[src/rtl/demux_seq_pkg.sv]
`default_nettype none
// ============================================================================
// Module      : demux_seq_pkg
// Description : Shared definitions for the demux_seq_4ch sequencer: channel
//               count, select width, FSM state encoding and the dwell
//               counter width helper.
// Revision    : 1.0 - initial release
// ============================================================================
package demux_seq_pkg;

  localparam int NUM_CH = 4;
  localparam int SEL_W  = 2;

  typedef enum logic [0:0] {
    ST_IDLE = 1'b0,
    ST_HOLD = 1'b1
  } state_t;

  // Counter must hold values 0..HOLD_CYCLES-1 (plus headroom for the
  // reload value); an illegal HOLD_CYCLES still yields a legal 1-bit width
  // so the range check can report it cleanly.
  function automatic int cnt_width(input int hold);
    return (hold < 1) ? 1 : $clog2(hold + 1);
  endfunction

endpackage
`default_nettype wire

[src/rtl/demux_seq_dwell_cnt.sv]
`default_nettype none
// ============================================================================
// Module      : demux_seq_dwell_cnt
// Description : Loadable down-counter that measures how long a word stays
//               presented. Loads on i_load, otherwise counts down and
//               saturates at zero.
// Ports       : clk       - clock
//               rst       - asynchronous active-high reset (count -> 0)
//               i_load    - load enable (wins over decrement)
//               i_load_val- value loaded on i_load
//               o_cnt     - current count
//               o_zero    - count is zero
// Revision    : 1.0 - initial release
// ============================================================================
module demux_seq_dwell_cnt #(
  parameter int CNT_W = 3
) (
  input  logic             clk,
  input  logic             rst,
  input  logic             i_load,
  input  logic [CNT_W-1:0] i_load_val,
  output logic [CNT_W-1:0] o_cnt,
  output logic             o_zero
);

  logic [CNT_W-1:0] cnt_q;
  logic [CNT_W-1:0] cnt_d;

  always_comb begin
    cnt_d = cnt_q;
    if (i_load) begin
      cnt_d = i_load_val;
    end else if (cnt_q != '0) begin
      cnt_d = cnt_q - 1'b1;
    end
  end

  always_ff @(posedge clk or posedge rst) begin
    if (rst) begin
      cnt_q <= '0;
    end else begin
      cnt_q <= cnt_d;
    end
  end

  assign o_cnt  = cnt_q;
  assign o_zero = (cnt_q == '0);

endmodule
`default_nettype wire

[src/rtl/demux_seq_4ch.sv]
`default_nettype none
// ============================================================================
// Module      : demux_seq_4ch
// Description : Upstream sequencer for a 4-channel demultiplexer. Accepts
//               words over valid/ready, assigns them to channels round-robin
//               and presents each (registered) word for HOLD_CYCLES cycles.
// Config      : DEMUX_SEQ_TAG_EN - when defined, adds input piSel and the
//               channel is taken from it instead of the round-robin pointer.
// Ports       : piClk    - clock
//               piRst    - asynchronous active-high reset
//               piData   - input word
//               piSel    - explicit channel (DEMUX_SEQ_TAG_EN only)
//               piValid  - piData valid
//               poReady  - word accepted this cycle if piValid
//               poE      - word presented to the demux
//               poSel    - channel of poE
//               poStrobe - pulse: poE/poSel just updated
//               poWrap   - pulse with poStrobe when poSel updated to 3
//               poBusy   - FSM in HOLD
// Revision    : 1.0 - initial release
// ============================================================================
module demux_seq_4ch
  import demux_seq_pkg::*;
#(
  parameter int DATA_W      = 4,
  parameter int HOLD_CYCLES = 4
) (
  input  logic              piClk,
  input  logic              piRst,
  input  logic [DATA_W-1:0] piData,
`ifdef DEMUX_SEQ_TAG_EN
  input  logic [SEL_W-1:0]  piSel,
`endif
  input  logic              piValid,
  output logic              poReady,
  output logic [DATA_W-1:0] poE,
  output logic [SEL_W-1:0]  poSel,
  output logic              poStrobe,
  output logic              poWrap,
  output logic              poBusy
);

  localparam int               CNT_W    = cnt_width(HOLD_CYCLES);
  localparam logic [CNT_W-1:0] LOAD_VAL = CNT_W'(HOLD_CYCLES - 1);

  if (HOLD_CYCLES < 1 || HOLD_CYCLES > 255) begin : g_hold_range_err
    $error("demux_seq_4ch: HOLD_CYCLES must be in 1..255");
  end

  state_t             state_q, state_d;
  logic [SEL_W-1:0]   ptr_q, ptr_d;
  logic [DATA_W-1:0]  e_q, e_d;
  logic [SEL_W-1:0]   sel_q, sel_d;
  logic               strobe_q, strobe_d;
  logic               wrap_q, wrap_d;

  logic               cnt_zero;
  logic [CNT_W-1:0]   cnt_val;
  logic               ready;
  logic               accept;

  // Ready depends on state only, so upstream can never create a
  // combinational loop through piValid.
  assign ready  = (state_q == ST_IDLE) || cnt_zero;
  assign accept = piValid && ready;

  demux_seq_dwell_cnt #(
    .CNT_W (CNT_W)
  ) u_dwell_cnt (
    .clk        (piClk),
    .rst        (piRst),
    .i_load     (accept),
    .i_load_val (LOAD_VAL),
    .o_cnt      (cnt_val),
    .o_zero     (cnt_zero)
  );

  always_comb begin
    state_d  = state_q;
    ptr_d    = ptr_q;
    e_d      = e_q;
    sel_d    = sel_q;
    strobe_d = 1'b0;
    wrap_d   = 1'b0;

    if (accept) begin
      e_d      = piData;
      strobe_d = 1'b1;
      state_d  = ST_HOLD;
`ifdef DEMUX_SEQ_TAG_EN
      sel_d    = piSel;
      wrap_d   = (piSel == SEL_W'(NUM_CH - 1));
      ptr_d    = '0;
`else
      sel_d    = ptr_q;
      wrap_d   = (ptr_q == SEL_W'(NUM_CH - 1));
      ptr_d    = ptr_q + 1'b1;   // natural 2-bit wrap 3 -> 0
`endif
    end else if (state_q == ST_HOLD && cnt_zero) begin
      // Dwell expired with nothing offered: fall back to IDLE.
      state_d = ST_IDLE;
    end
  end

  always_ff @(posedge piClk or posedge piRst) begin
    if (piRst) begin
      state_q  <= ST_IDLE;
      ptr_q    <= '0;
      e_q      <= '0;
      sel_q    <= '0;
      strobe_q <= 1'b0;
      wrap_q   <= 1'b0;
    end else begin
      state_q  <= state_d;
      ptr_q    <= ptr_d;
      e_q      <= e_d;
      sel_q    <= sel_d;
      strobe_q <= strobe_d;
      wrap_q   <= wrap_d;
    end
  end

  assign poReady  = ready;
  assign poE      = e_q;
  assign poSel    = sel_q;
  assign poStrobe = strobe_q;
  assign poWrap   = wrap_q;
  assign poBusy   = (state_q == ST_HOLD);

endmodule
`default_nettype wire

[config.mk]
export PLATFORM = sky130hd
export DESIGN_NAME = demux_seq_4ch
export DESIGN_NICKNAME = d
export VERILOG_FILES = /design/src/rtl/demux_seq_pkg.sv /design/src/rtl/demux_seq_dwell_cnt.sv /design/src/rtl/demux_seq_4ch.sv
export SDC_FILE = /design/constraint.sdc
export NUM_CORES = 1
export LEC_CHECK = 0
export BUFFER_PORTS_ARGS = -buffer_cell sky130_fd_sc_hd__buf_2
export CAP_MARGIN = 20
export CORE_UTILIZATION = 31
export CTS_CLUSTER_SIZE = 20
export DETAILED_ROUTE_END_ITERATION = 10
export SYNTH_ARGS = -nofsm -noshare
export SYNTH_HDL_FRONTEND = slang
export SYNTH_SLANG_ARGS = --single-unit
[constraint.sdc]
create_clock -name piClk -period 1.8 [get_ports piClk]
set_input_delay 0.09 -clock piClk [delete_from_list [all_inputs] [get_ports piClk]]
set_output_delay 0.09 -clock piClk [all_outputs]
set_load 0.01 [all_outputs]
==> impl_summary.txt, run 1 <==
----------------------------------------------------
[Run status]
  Run status ... completed

[CTS]
  Clock buffers created by TritonCTS ... 3
  Maximum clock path buffer count ... 2
  TritonCTS clock tree ... done
  H-tree levels ... 1
  Sink count of the clock tree ... 14
  Clock latency of the later-clocked register in the worst-skew pair ... 0.27 ns
  Post-CTS resize count ... 0
  Buffer cell driving the clock tree root ... sky130_fd_sc_hd__clkbuf_4
  Clock slew seen by the registers of the worst setup and hold paths ... 0.08 ns

[Setup path]
  FF-to-FF setup slack ... 0.23 ns
  Sum of buffers and inverters on the critical path ... 2
  FF-to-FF End ... poSel[1]
  Class of the most critical setup path ... reg -> reg
  Startpoint type of the worst setup path ... flip-flop
  Worst EP required ... 1.96 ns
  Cell-by-cell trace of the critical path ... inv_1, ha_1, nand2b_4, a21boi_2, buf_4, mux2_4
  Critical Path Slowest Stage Cell ... sky130_fd_sc_hd__dfrtp_1
  FF-to-FF path depth ... 6
  Cell class contributing the biggest share of worst-path delay ... flip-flops
  Maximum fanout along the worst path ... 10
  Slowest cell delay on critical path ... 0.40 ns
  Type of destination of the critical path ... flip-flop
  Arrival time at the worst endpoint ... 1.73 ns
  Crit Reg-Reg Startpoint ... u_dwell_cnt.o_cnt[0]

[Die]
  Die X ... 46.7 um
  Vert. Die Dim ... ~47 um
  Area of the core region ... between 1500 and 2000 um^2
  Area enclosed by the die boundary ... 2180 um^2
  I/O pins ... 17
  Initial Utilization ... 0.344
  Core Rows ... 15

[Timing]
  Least setup slack across all paths after layout ... 0.232 ns
  Count of final hold-check violations ... 0
  F_max ... 638 MHz
  Crit share post-route ... 0.871
  Worst relative slew slack ... 0.645
  # setup viols final ... 0
  Unrepaired setup endpoints after global routing ... no
  Setup tns final ... 0 ns
  Final Slew Violations ... 0
  Max Clock Skew ... ~0.0010 ns
  Worst slew pin tran ... around 0.53 ns
  Minimum clock period ... 1.57 ns

[Pwr]
  Power share of the sequential group ... 0.413
  Reported leakage power ... about 0.4 nW
  Net switching power ... 436 uW
  Power Density ... about 1700 nW/um^2
  Clock power share ... 0.163
  Fraction of power consumed by combinational cells ... 0.424
  Switching share of power ... 0.325
  Peak supply drop ... ~720 uV
  P_int ... 906 uW

[Min path]
  Worst hold path cell count ... 2
  HP Start ... piData[2]
  Hold worst-path end ... poE[2]
  Hold/Removal Path Class ... in -> reg

[Global routing]
  First-pass GRT wire length ... around 1600 um
  Antenna violations before repair ... 0
  GRT overflow ... 0
  Vias in the first global route ... 372
  GRT Overall Usage ... 0.103
  Pin count of the biggest net entering global routing ... 15

[Yosys]
  Most used flip-flop cell after synthesis ... sky130_fd_sc_hd__dfrtp_1
  Count of cell types in the netlist ... 16
  Number of synthesized flops with an enable pin ... 0
  Top cells by area, synth ... sky130_fd_sc_hd__dfrtp_1 57%, sky130_fd_sc_hd__mux2_4 17%, sky130_fd_sc_hd__ha_1 6.1%
  Async S/R FF share, synth ... 1.00
  Area leader, netlist ... sky130_fd_sc_hd__dfrtp_1
  Most numerous cell in the Yosys netlist ... sky130_fd_sc_hd__dfrtp_1
  List of most frequent post-synthesis cells ... 14 x sky130_fd_sc_hd__dfrtp_1, 7 x sky130_fd_sc_hd__mux2_4, 4 x sky130_fd_sc_hd__inv_1, 3 x sky130_fd_sc_hd__a21oi_1, 3 x sky130_fd_sc_hd__ha_1
  Avg Cell Area, Syn ... 14.1 um^2
  Cell area after synthesis ... 619 um^2
  Register bit total from synthesis ... 14
  YS warnings ... 0
  Fraction of post-synthesis cell area in the top cell type by area ... 0.566
  Share of synthesized area occupied by flip-flops and latches ... 0.566
  Syn Nets ... 54
  Number of standard cells after synthesis ... 44

[Drt]
  First-pass detailed-route iteration total ... 3
  Final wirelength ... 966 um
  DRC violations left ... 0
  Via count of the routed design ... 370
  Antenna-violating nets left ... 0
  Via density per instance ... 4.11
  DRC violation total after the first TritonRoute iteration ... 2
  Average wire per standard cell ... 10.7 um

[Placement]
  Global placer's final weighted congestion ... approximately 0.73
  Post-Place Worst Slack ... 0.222 ns
  Count of buffers inserted at the top-level ports ... 16
  Half-perimeter wire length of the detailed placement result ... around 740 um

[Final layout]
  Final Net Count ... 76
  Area added between synthesis and finish ... 24.8%
  Layout cell share with drive strength beyond 1 ... 0.477
  Number of antenna cells inserted ... 0
  Number of filler instances in the final layout ... roughly 190

[Job]
  Number of violations of the max-capacitance limit ... 0

----------------------------------------------------
-- how the worst max path moves through the flow --
stage                         start        to  slack, ns  cells after the start
2_1_floorplan  u_dwell_cnt.o_cnt[0]    poE[0]       0.35                      6
3_3_place_gp   u_dwell_cnt.o_cnt[0]    poE[1]       0.26                      6
3_5_place_dp   u_dwell_cnt.o_cnt[0]  poSel[1]       0.22                      6
4_1_cts        u_dwell_cnt.o_cnt[0]  poSel[1]       0.21                      6
5_1_grt        u_dwell_cnt.o_cnt[0]  poSel[1]       0.14                      6
6_report       u_dwell_cnt.o_cnt[0]  poSel[1]       0.23                      6
-- final cells by class --
cell class | instances | area, um^2 | area share
repair buffers | 18 | 97.6 | 0.126
clock buffers | 4 | 36.3 | 0.0469
flip-flops and latches | 14 | 350 | 0.453
inverters | 4 | 15.0 | 0.0194
well taps | 25 | 31.3 | 0.0405
multi-input cells | 25 | 243 | 0.314
-- power by group through the flow --
stage | combinational [mW] | sequential, mW | clock (mW)
6_report | 0.569 | 0.554 | 0.219
3_3_place_gp | 0.573 | 0.554 | 0
2_1_floorplan | 0.385 | 0.590 | 0
4_1_cts | 0.584 | 0.558 | 0.230
5_1_grt | 0.642 | 0.575 | 0.241
3_5_place_dp | 0.584 | 0.560 | 0
-- cell families (layout without fill, tap and decap cells) --
logic type / count (synthesis) / in the layout / synth area share
AND/OR/NAND/NOR: 9 / 9 / 0.0889
flip-flops: 14 / 14 / 0.566
AO/OA/AOI/OAI: 4 / 4 / 0.0424
buffers and inverters: 5 / 26 / 0.0424
multiplexers: 8 / 8 / 0.186
adder cells (fa/ha/maj): 3 / 3 / 0.0606
XOR/XNOR: 1 / 1 / 0.0141
-- placed cells by master, fill, tap and decap left out --
cell	count
sky130_fd_sc_hd__a21boi_2	1
sky130_fd_sc_hd__a21oi_1	3
sky130_fd_sc_hd__and2_2	1
sky130_fd_sc_hd__buf_2	16
sky130_fd_sc_hd__buf_4	1
sky130_fd_sc_hd__clkbuf_4	3
sky130_fd_sc_hd__clkbuf_8	1
sky130_fd_sc_hd__dfrtp_1	14
sky130_fd_sc_hd__dlygate4sd3_1	1
sky130_fd_sc_hd__ha_1	3
sky130_fd_sc_hd__inv_1	4
sky130_fd_sc_hd__mux2_4	7
sky130_fd_sc_hd__mux2i_1	1
sky130_fd_sc_hd__nand2_1	1
sky130_fd_sc_hd__nand2b_1	1
sky130_fd_sc_hd__nand2b_4	1
sky130_fd_sc_hd__nor2_1	2
sky130_fd_sc_hd__nor2b_1	1
sky130_fd_sc_hd__nor3_1	2
sky130_fd_sc_hd__xor2_1	1
-- through the flow --
step	cells	cell area [um^2]	hold WS, ns	util	power (mW)
2_1_floorplan	44	619	-0.0208	-	0.975
3_3_place_gp	85	727	0.152	0.403	1.13
5_1_grt	90	773	0.0350	0.429	1.46
6_report	90	773	0.0421	0.429	1.34
4_1_cts	90	773	0.0314	0.429	1.37
3_5_place_dp	85	727	0.153	0.403	1.14
-- registers in the layout, summed over array words and instances (netlist names) --
name / cells
poBusy: 1
u_dwell_cnt.o_cnt: 3
poStrobe: 1
poWrap: 1
poE: 4
ptr_q: 2
poSel: 2
-- metal layers --
| metal | track usage | wire [um] | vias to the layer above |
|---|---|---|---|
| met2 | 0.133 | 459 | 6 |
| li1 | - | - | 188 |
| met1 | 0.155 | 474 | 176 |
| met5 | 0 | 0 | - |
| met3 | 0.0275 | 31 | 0 |
| met4 | 0.0514 | 0 | 0 |
-- what timing repair did --
item / CTS / global route
hold endpoints to repair: 14 / 0
buffers inserted: 0 / 0
hold buffers: 1 / 0
Power figures use the tool's default switching activity.
==> run 2, diff against run 1 <==
--- a/config.mk
+++ b/config.mk
@@ -7,9 +7,12 @@
 export LEC_CHECK = 0
 export BUFFER_PORTS_ARGS = -buffer_cell sky130_fd_sc_hd__buf_2
 export CAP_MARGIN = 20
-export CORE_UTILIZATION = 31
+export CORE_AREA = 2 2 39 41
 export CTS_CLUSTER_SIZE = 20
 export DETAILED_ROUTE_END_ITERATION = 10
+export DIE_AREA = 0 0 41 43
+export PLACE_DENSITY = 0.72
 export SYNTH_ARGS = -nofsm -noshare
 export SYNTH_HDL_FRONTEND = slang
 export SYNTH_SLANG_ARGS = --single-unit
+export TNS_END_PERCENT = 30
==> impl_summary.txt, run 2 (same netlist as run 1, synthesis figures left out) <==
----------------------------------------------------
[Run status]
  Run status ... completed

[Final layout]
  Final Net Count ... 77 (+1.3%)
  Core Util, Final ... 0.556 (+0.127)
  Largest register FFs ... 4 (unchanged)
  Most frequent standard cell in the layout excluding fill and tap cells ... sky130_fd_sc_hd__buf_2
  Layout cell share with drive strength beyond 1 ... 0.485 (+0.00793)
  Number of antenna cells inserted ... 0 (unchanged)
  Area added between synthesis and finish ... 24.2%
  Commonest cells after routing, fill and taps aside ... 16 x sky130_fd_sc_hd__buf_2, 14 x sky130_fd_sc_hd__dfrtp_1, 7 x sky130_fd_sc_hd__mux2_4
  Final non-filler cell total ... 82 (-8.9%)

[Setup path]
  Crit Reg-Reg Startpoint ... u_dwell_cnt.o_cnt[0]
  Startpoint type of the worst setup path ... flip-flop
  Class of the most critical setup path ... reg -> reg
  Critical Path Start ... u_dwell_cnt.o_cnt[0]
  Critical Path Slowest Stage Cell ... sky130_fd_sc_hd__dfrtp_1
  Cell-by-cell trace of the critical path ... inv_1, ha_1, nand2b_4, a21boi_2, buf_4, mux2_4
  Sum of buffers and inverters on the critical path ... 2 (unchanged)
  Cell class contributing the biggest share of worst-path delay ... flip-flops
  Worst EP required ... 1.96 ns (about the same)
  Maximum fanout along the worst path ... 10 (unchanged)
  Slowest cell delay on critical path ... 0.40 ns (about the same)
  Type of destination of the critical path ... flip-flop
  Arrival time at the worst endpoint ... 1.73 ns (about the same)

[CTS]
  TritonCTS clock tree ... done
  H-tree levels ... 1 (unchanged)
  Sink count of the clock tree ... 14 (unchanged)
  Maximum clock path buffer count ... 2 (unchanged)
  Clock buffers created by TritonCTS ... 3 (unchanged)
  Buffer cell driving the clock tree root ... sky130_fd_sc_hd__clkbuf_4
  Clock slew seen by the registers of the worst setup and hold paths ... 0.08 ns (about the same)
  Clock latency of the later-clocked register in the worst-skew pair ... 0.27 ns (about the same)

[Drt]
  DRC violations left ... 0 (unchanged)
  M1 WL ... 454 um (-4.2%)
  Top sig layer ... met4
  Antenna-violating nets left ... 0 (unchanged)
  First-pass detailed-route iteration total ... 2 (-1)
  Via density per instance ... 4.51 (+9.8%)
  Final wirelength ... 893 um (-7.6%)
  Via count of the routed design ... 370 (unchanged)
  DRC violation total after the first TritonRoute iteration ... 1 (-1)
  Routed wire length on met3 ... 42 um (+35%)
  WL met2 ... 387 um (-16%)
  Average wire per standard cell ... 10.9 um (+1.5%)

[Job]
  Number of violations of the max-capacitance limit ... 0 (unchanged)

[Die]
  Area enclosed by the die boundary ... 1760 um^2 (-19%)
  Core Rows ... 14 (-1)
  Die X ... 41 um (-12%)
  Area of the core region ... 1380 um^2 (-23%)
  Initial Utilization ... 0.448 (+0.104)
  Vert. Die Dim ... 43 um (-7.9%)
  I/O pins ... 17 (unchanged)

[Global routing]
  GRT overflow ... 0 (unchanged)
  Antenna violations before repair ... 0 (unchanged)
  Vias in the first global route ... 340 (-8.6%)
  GRT Overall Usage ... 0.120 (+0.0168)
  Pin count of the biggest net entering global routing ... 15 (unchanged)
  First-pass GRT wire length ... 1360 um (-13%)

[Timing]
  Minimum clock period ... 1.57 ns (+0.00267 ns)
  Worst slew pin tran ... 0.500 ns (-0.0313 ns)
  Crit share post-route ... 0.872 (+0.00148)
  Least setup slack across all paths after layout ... 0.230 ns (-0.00267 ns)
  Count of final hold-check violations ... 0 (unchanged)
  # setup viols final ... 0 (unchanged)
  Final Slew Violations ... 0 (unchanged)
  Worst relative slew slack ... 0.666 (+0.0209)
  Max Clock Skew ... 0.00106 ns (+0.0000649 ns)
  Setup tns final ... 0 ns (unchanged)
  F_max ... 637 MHz (-0.17%)
  Unrepaired setup endpoints after global routing ... no

[Min path]
  HP Start ... piData[1]
  Hold/Removal Path Class ... in -> reg

[Pwr]
  Power Density ... 1750 nW/um^2 (+0.98%)
  Reported leakage power ... 0.404 nW (+1.3%)
  Peak supply drop ... 842 uV (+17%)

[Placement]
  Global placer's final weighted congestion ... 0.665 (-9.4%)
  # placed instances ... 77 (-9.4%)
  Half-perimeter wire length of the detailed placement result ... 674 um (-9.4%)
  Count of buffers inserted at the top-level ports ... 16 (unchanged)
  Post-Place Worst Slack ... 0.221 ns (-0.00108 ns)

----------------------------------------------------
run 2: what timing repair did:
action                                  CTS  global route
hold buffers                              1             0
resized for setup                         0             0
endpoints found under the setup margin    0             0
setup buffers                             0             0
hold endpoints to repair                 14             0
run 2: layer usage:
| metal | vias up | GRT usage |
|---|---|---|
| met1 | 169 | 0.163 |
| met2 | 11 | 0.163 |
| li1 | 188 | - |
| met3 | 2 | 0.0314 |
| met4 | 0 | 0.0800 |
| met5 | - | 0 |
run 2: layout make-up:
type / instances / area, um^2
fill: 117 / 614
inverter: 4 / 15.0
sequential: 14 / 350
tap: 16 / 20.0
multi-input combinational: 25 / 243
timing repair buffer: 19 / 105
clock buffer: 4 / 36.3
run 2: worst paths after layout:
| check | endpoint | slack (ns) | depth (start not counted) |
|---|---|---|---|
| worst max-delay path | poSel[1] | 0.23 | 6 |
| worst min-delay path | poE[1] | 0.05 | 2 |
| worst max register to register | poSel[1] | 0.23 | 6 |
| worst min register to register | u_dwell_cnt.o_cnt[0] | 0.48 | 1 |
| max in group asynchronous | poBusy | 1.08 | 3 |
| min in group asynchronous | u_dwell_cnt.o_cnt[1] | 0.39 | 3 |
run 2: stage by stage:
step,total power [mW],hold WS [ns],cell area [um^2]
4_1_cts,1.37,0.0419,769
2_1_floorplan,0.975,-0.0208,619
5_1_grt,1.44,0.0336,769
3_5_place_dp,1.15,0.147,723
6_report,1.35,0.0483,769
3_3_place_gp,1.13,0.142,723
run 2: worst reg2reg max path, cell delays in order, from the launching register on:
cell and delay, ns:
sky130_fd_sc_hd__dfrtp_1 0.40, sky130_fd_sc_hd__inv_1 0.08, sky130_fd_sc_hd__ha_1 0.24, sky130_fd_sc_hd__nand2b_4 0.09
sky130_fd_sc_hd__a21boi_2 0.13, sky130_fd_sc_hd__buf_4 0.21, sky130_fd_sc_hd__mux2_4 0.31
run 2: report_power, final:
part / switching (mW) / internal (mW)
Clock: 0.0940 / 0.123
Combinational: 0.247 / 0.329
Sequential: 0.0943 / 0.462
Total: 0.435 / 0.913
==> run 3, diff against run 2 <==
--- a/config.mk
+++ b/config.mk
@@ -7,12 +7,13 @@
 export LEC_CHECK = 0
 export BUFFER_PORTS_ARGS = -buffer_cell sky130_fd_sc_hd__buf_2
 export CAP_MARGIN = 20
-export CORE_AREA = 2 2 39 41
-export CTS_CLUSTER_SIZE = 20
+export CELL_PAD_IN_SITES_DETAIL_PLACEMENT = 0
+export CELL_PAD_IN_SITES_GLOBAL_PLACEMENT = 1
+export CORE_UTILIZATION = 38
+export CTS_CLUSTER_SIZE = 16
 export DETAILED_ROUTE_END_ITERATION = 10
-export DIE_AREA = 0 0 41 43
-export PLACE_DENSITY = 0.72
+export PLACE_DENSITY_LB_ADDON = 0.1
 export SYNTH_ARGS = -nofsm -noshare
 export SYNTH_HDL_FRONTEND = slang
 export SYNTH_SLANG_ARGS = --single-unit
-export TNS_END_PERCENT = 30
+export TNS_END_PERCENT = 50
==> impl_summary.txt, run 3 (same netlist as run 1, synthesis figures left out) <==
----------------------------------------------------
[Drt]
  Via density per instance ... 4.71 (+4.3%)
  Final wirelength ... 942 um (+5.5%)
  Average wire per standard cell ... 11.5 um (+5.5%)
  DRC violations left ... 0 (unchanged)
  First-pass detailed-route iteration total ... 1 (-1)
  Antenna-violating nets left ... 0 (unchanged)
  DRC violation total after the first TritonRoute iteration ... 0 (-1)
  Via count of the routed design ... 386 (+4.3%)

[Die]
  Area enclosed by the die boundary ... 1800 um^2 (+1.8%)
  Vert. Die Dim ... 42.4 um (-1.5%)
  Die X ... 42.4 um (+3.3%)
  Initial Utilization ... 0.411 (-0.0364)
  Area of the core region ... 1510 um^2 (+8.9%)
  I/O pins ... 17 (unchanged)
  Core Rows ... 14 (unchanged)

[Min path]
  Hold/Removal Path Class ... in -> reg
  Worst hold path cell count ... 2 (unchanged)

[Setup path]
  Cell class contributing the biggest share of worst-path delay ... flip-flops
  FF-to-FF path depth ... 6 (unchanged)
  Type of destination of the critical path ... flip-flop
  Cell-by-cell trace of the critical path ... inv_1, ha_1, nand2b_4, a21boi_2, buf_4, mux2_4
  Worst EP required ... 1.96 ns (about the same)
  Critical Path Slowest Stage Cell ... sky130_fd_sc_hd__dfrtp_1
  Slowest cell delay on critical path ... 0.40 ns (about the same)
  Sum of buffers and inverters on the critical path ... 2 (unchanged)
  Arrival time at the worst endpoint ... 1.73 ns (about the same)
  Startpoint type of the worst setup path ... flip-flop
  Depth of the critical timing path with buffers and inverters included ... 6 (unchanged)
  Class of the most critical setup path ... reg -> reg
  Maximum fanout along the worst path ... 9 (-1)

[Pwr]
  Power Density ... 1770 nW/um^2 (+0.91%)
  Reported leakage power ... 0.404 nW (unchanged)
  Power Total ... 1.36 mW (+0.91%)
  Peak supply drop ... 819 uV (-2.7%)

[Global routing]
  First-pass GRT wire length ... 1740 um (+28%)
  Antenna violations before repair ... 0 (unchanged)
  Pin count of the biggest net entering global routing ... 15 (unchanged)
  GRT overflow ... 0 (unchanged)
  GRT Overall Usage ... 0.136 (+0.0159)
  Vias in the first global route ... 399 (+17%)

[CTS]
  Buffer cell driving the clock tree root ... sky130_fd_sc_hd__clkbuf_4
  Clock buffers created by TritonCTS ... 3 (unchanged)
  Number of setup buffers added after CTS ... 0 (unchanged)
  Clock slew seen by the registers of the worst setup and hold paths ... 0.09 ns (about the same)
  Post-CTS resize count ... 0 (unchanged)
  Number of buffers inserted by hold repair at cts ... 1 (unchanged)
  Clock latency of the later-clocked register in the worst-skew pair ... 0.28 ns (about the same)
  Sink count of the clock tree ... 14 (unchanged)
  H-tree levels ... 1 (unchanged)
  Maximum clock path buffer count ... 2 (unchanged)
  TritonCTS clock tree ... done

[Timing]
  # setup viols final ... 0 (unchanged)
  Worst slew pin tran ... 0.513 ns (+0.0129 ns)
  Crit share post-route ... 0.871 (-0.00178)
  F_max ... 638 MHz (+0.20%)
  Minimum clock period ... 1.57 ns (-0.00321 ns)
  Final Slew Violations ... 0 (unchanged)
  Count of final hold-check violations ... 0 (unchanged)
  Setup tns final ... 0 ns (unchanged)
  Max Clock Skew ... 0.00896 ns (+0.00790 ns)
  Unrepaired setup endpoints after global routing ... no
  Worst relative slew slack ... 0.657 (-0.00862)

[Placement]
  Global placer's final weighted congestion ... 0.747 (+12%)
  Count of buffers inserted at the top-level ports ... 16 (unchanged)
  Half-perimeter wire length of the detailed placement result ... 683 um (+1.4%)

[Final layout]
  Commonest cells after routing, fill and taps aside ... 16 x sky130_fd_sc_hd__buf_2, 14 x sky130_fd_sc_hd__dfrtp_1, 7 x sky130_fd_sc_hd__mux2_4
  Layout cell share with drive strength beyond 1 ... 0.485 (unchanged)
  Number of antenna cells inserted ... 0 (unchanged)
  Largest register FFs ... 4 (unchanged)
  Area added between synthesis and finish ... 24.2% (unchanged)
  Final Net Count ... 77 (unchanged)
  Most frequent standard cell in the layout excluding fill and tap cells ... sky130_fd_sc_hd__buf_2
  Number of filler instances in the final layout ... 141 (+21%)

[Job]
  Number of violations of the max-capacitance limit ... 0 (unchanged)

[Run status]
  Run status ... completed

----------------------------------------------------
## run 3: cell counts in the layout (fill, tap and decap cells not counted)
Identical to the previous run, type by type.
## run 3: final cells by class
cell class	instances	area, um^2	share of cell area
flip-flops and latches	14	350	0.455
multi-input cells	25	243	0.315
clock buffers	4	36.3	0.0472
repair buffers	19	105	0.137
well taps	16	20.0	0.0260
inverters	4	15.0	0.0195
## run 3: worst register-to-register path, cell delays in order, from the launching register on
cell                       delay (ns)
sky130_fd_sc_hd__dfrtp_1         0.40
sky130_fd_sc_hd__inv_1           0.08
sky130_fd_sc_hd__ha_1            0.23
sky130_fd_sc_hd__nand2b_4        0.09
sky130_fd_sc_hd__a21boi_2        0.14
sky130_fd_sc_hd__buf_4           0.21
sky130_fd_sc_hd__mux2_4          0.31
## run 3: path summary, 6_finish.rpt
kind / startpoint / end / slack, ns
setup / recovery: u_dwell_cnt.o_cnt[0] / poE[3] / 0.23
hold / removal: piData[1] / poE[1] / 0.03
setup reg to reg: u_dwell_cnt.o_cnt[0] / poE[3] / 0.23
hold reg to reg: u_dwell_cnt.o_cnt[0] / u_dwell_cnt.o_cnt[0] / 0.48
max in group asynchronous: piRst / poE[2] / 1.07
min in group asynchronous: piRst / u_dwell_cnt.o_cnt[2] / 0.38
## run 3: routing by layer
metal  share of wire  track usage  wire length, um
met5               0            0                0
met3           0.048       0.0776               45
met1            0.50        0.191              467
met2            0.46        0.178              429
met4               0       0.0375                0
## run 3: power breakdown
group | internal, mW | switching, mW | leakage [nW]
Combinational | 0.331 | 0.249 | 0.216
Clock | 0.123 | 0.103 | 0.0210
Sequential | 0.462 | 0.0935 | 0.167
Total | 0.916 | 0.445 | 0.404
## run 3: stage by stage
stage,hold WS [ns],area [um^2],std cells,worst slack (ns),utilization
after CTS,0.0256,769,82,0.214,0.511
after detailed placement,0.150,723,77,0.233,0.480
after global placement,0.160,723,77,0.256,0.480
after global routing,0.0167,769,82,0.144,0.511
final,0.0316,769,82,0.233,0.511
after floorplan,-0.0208,619,44,0.350,-
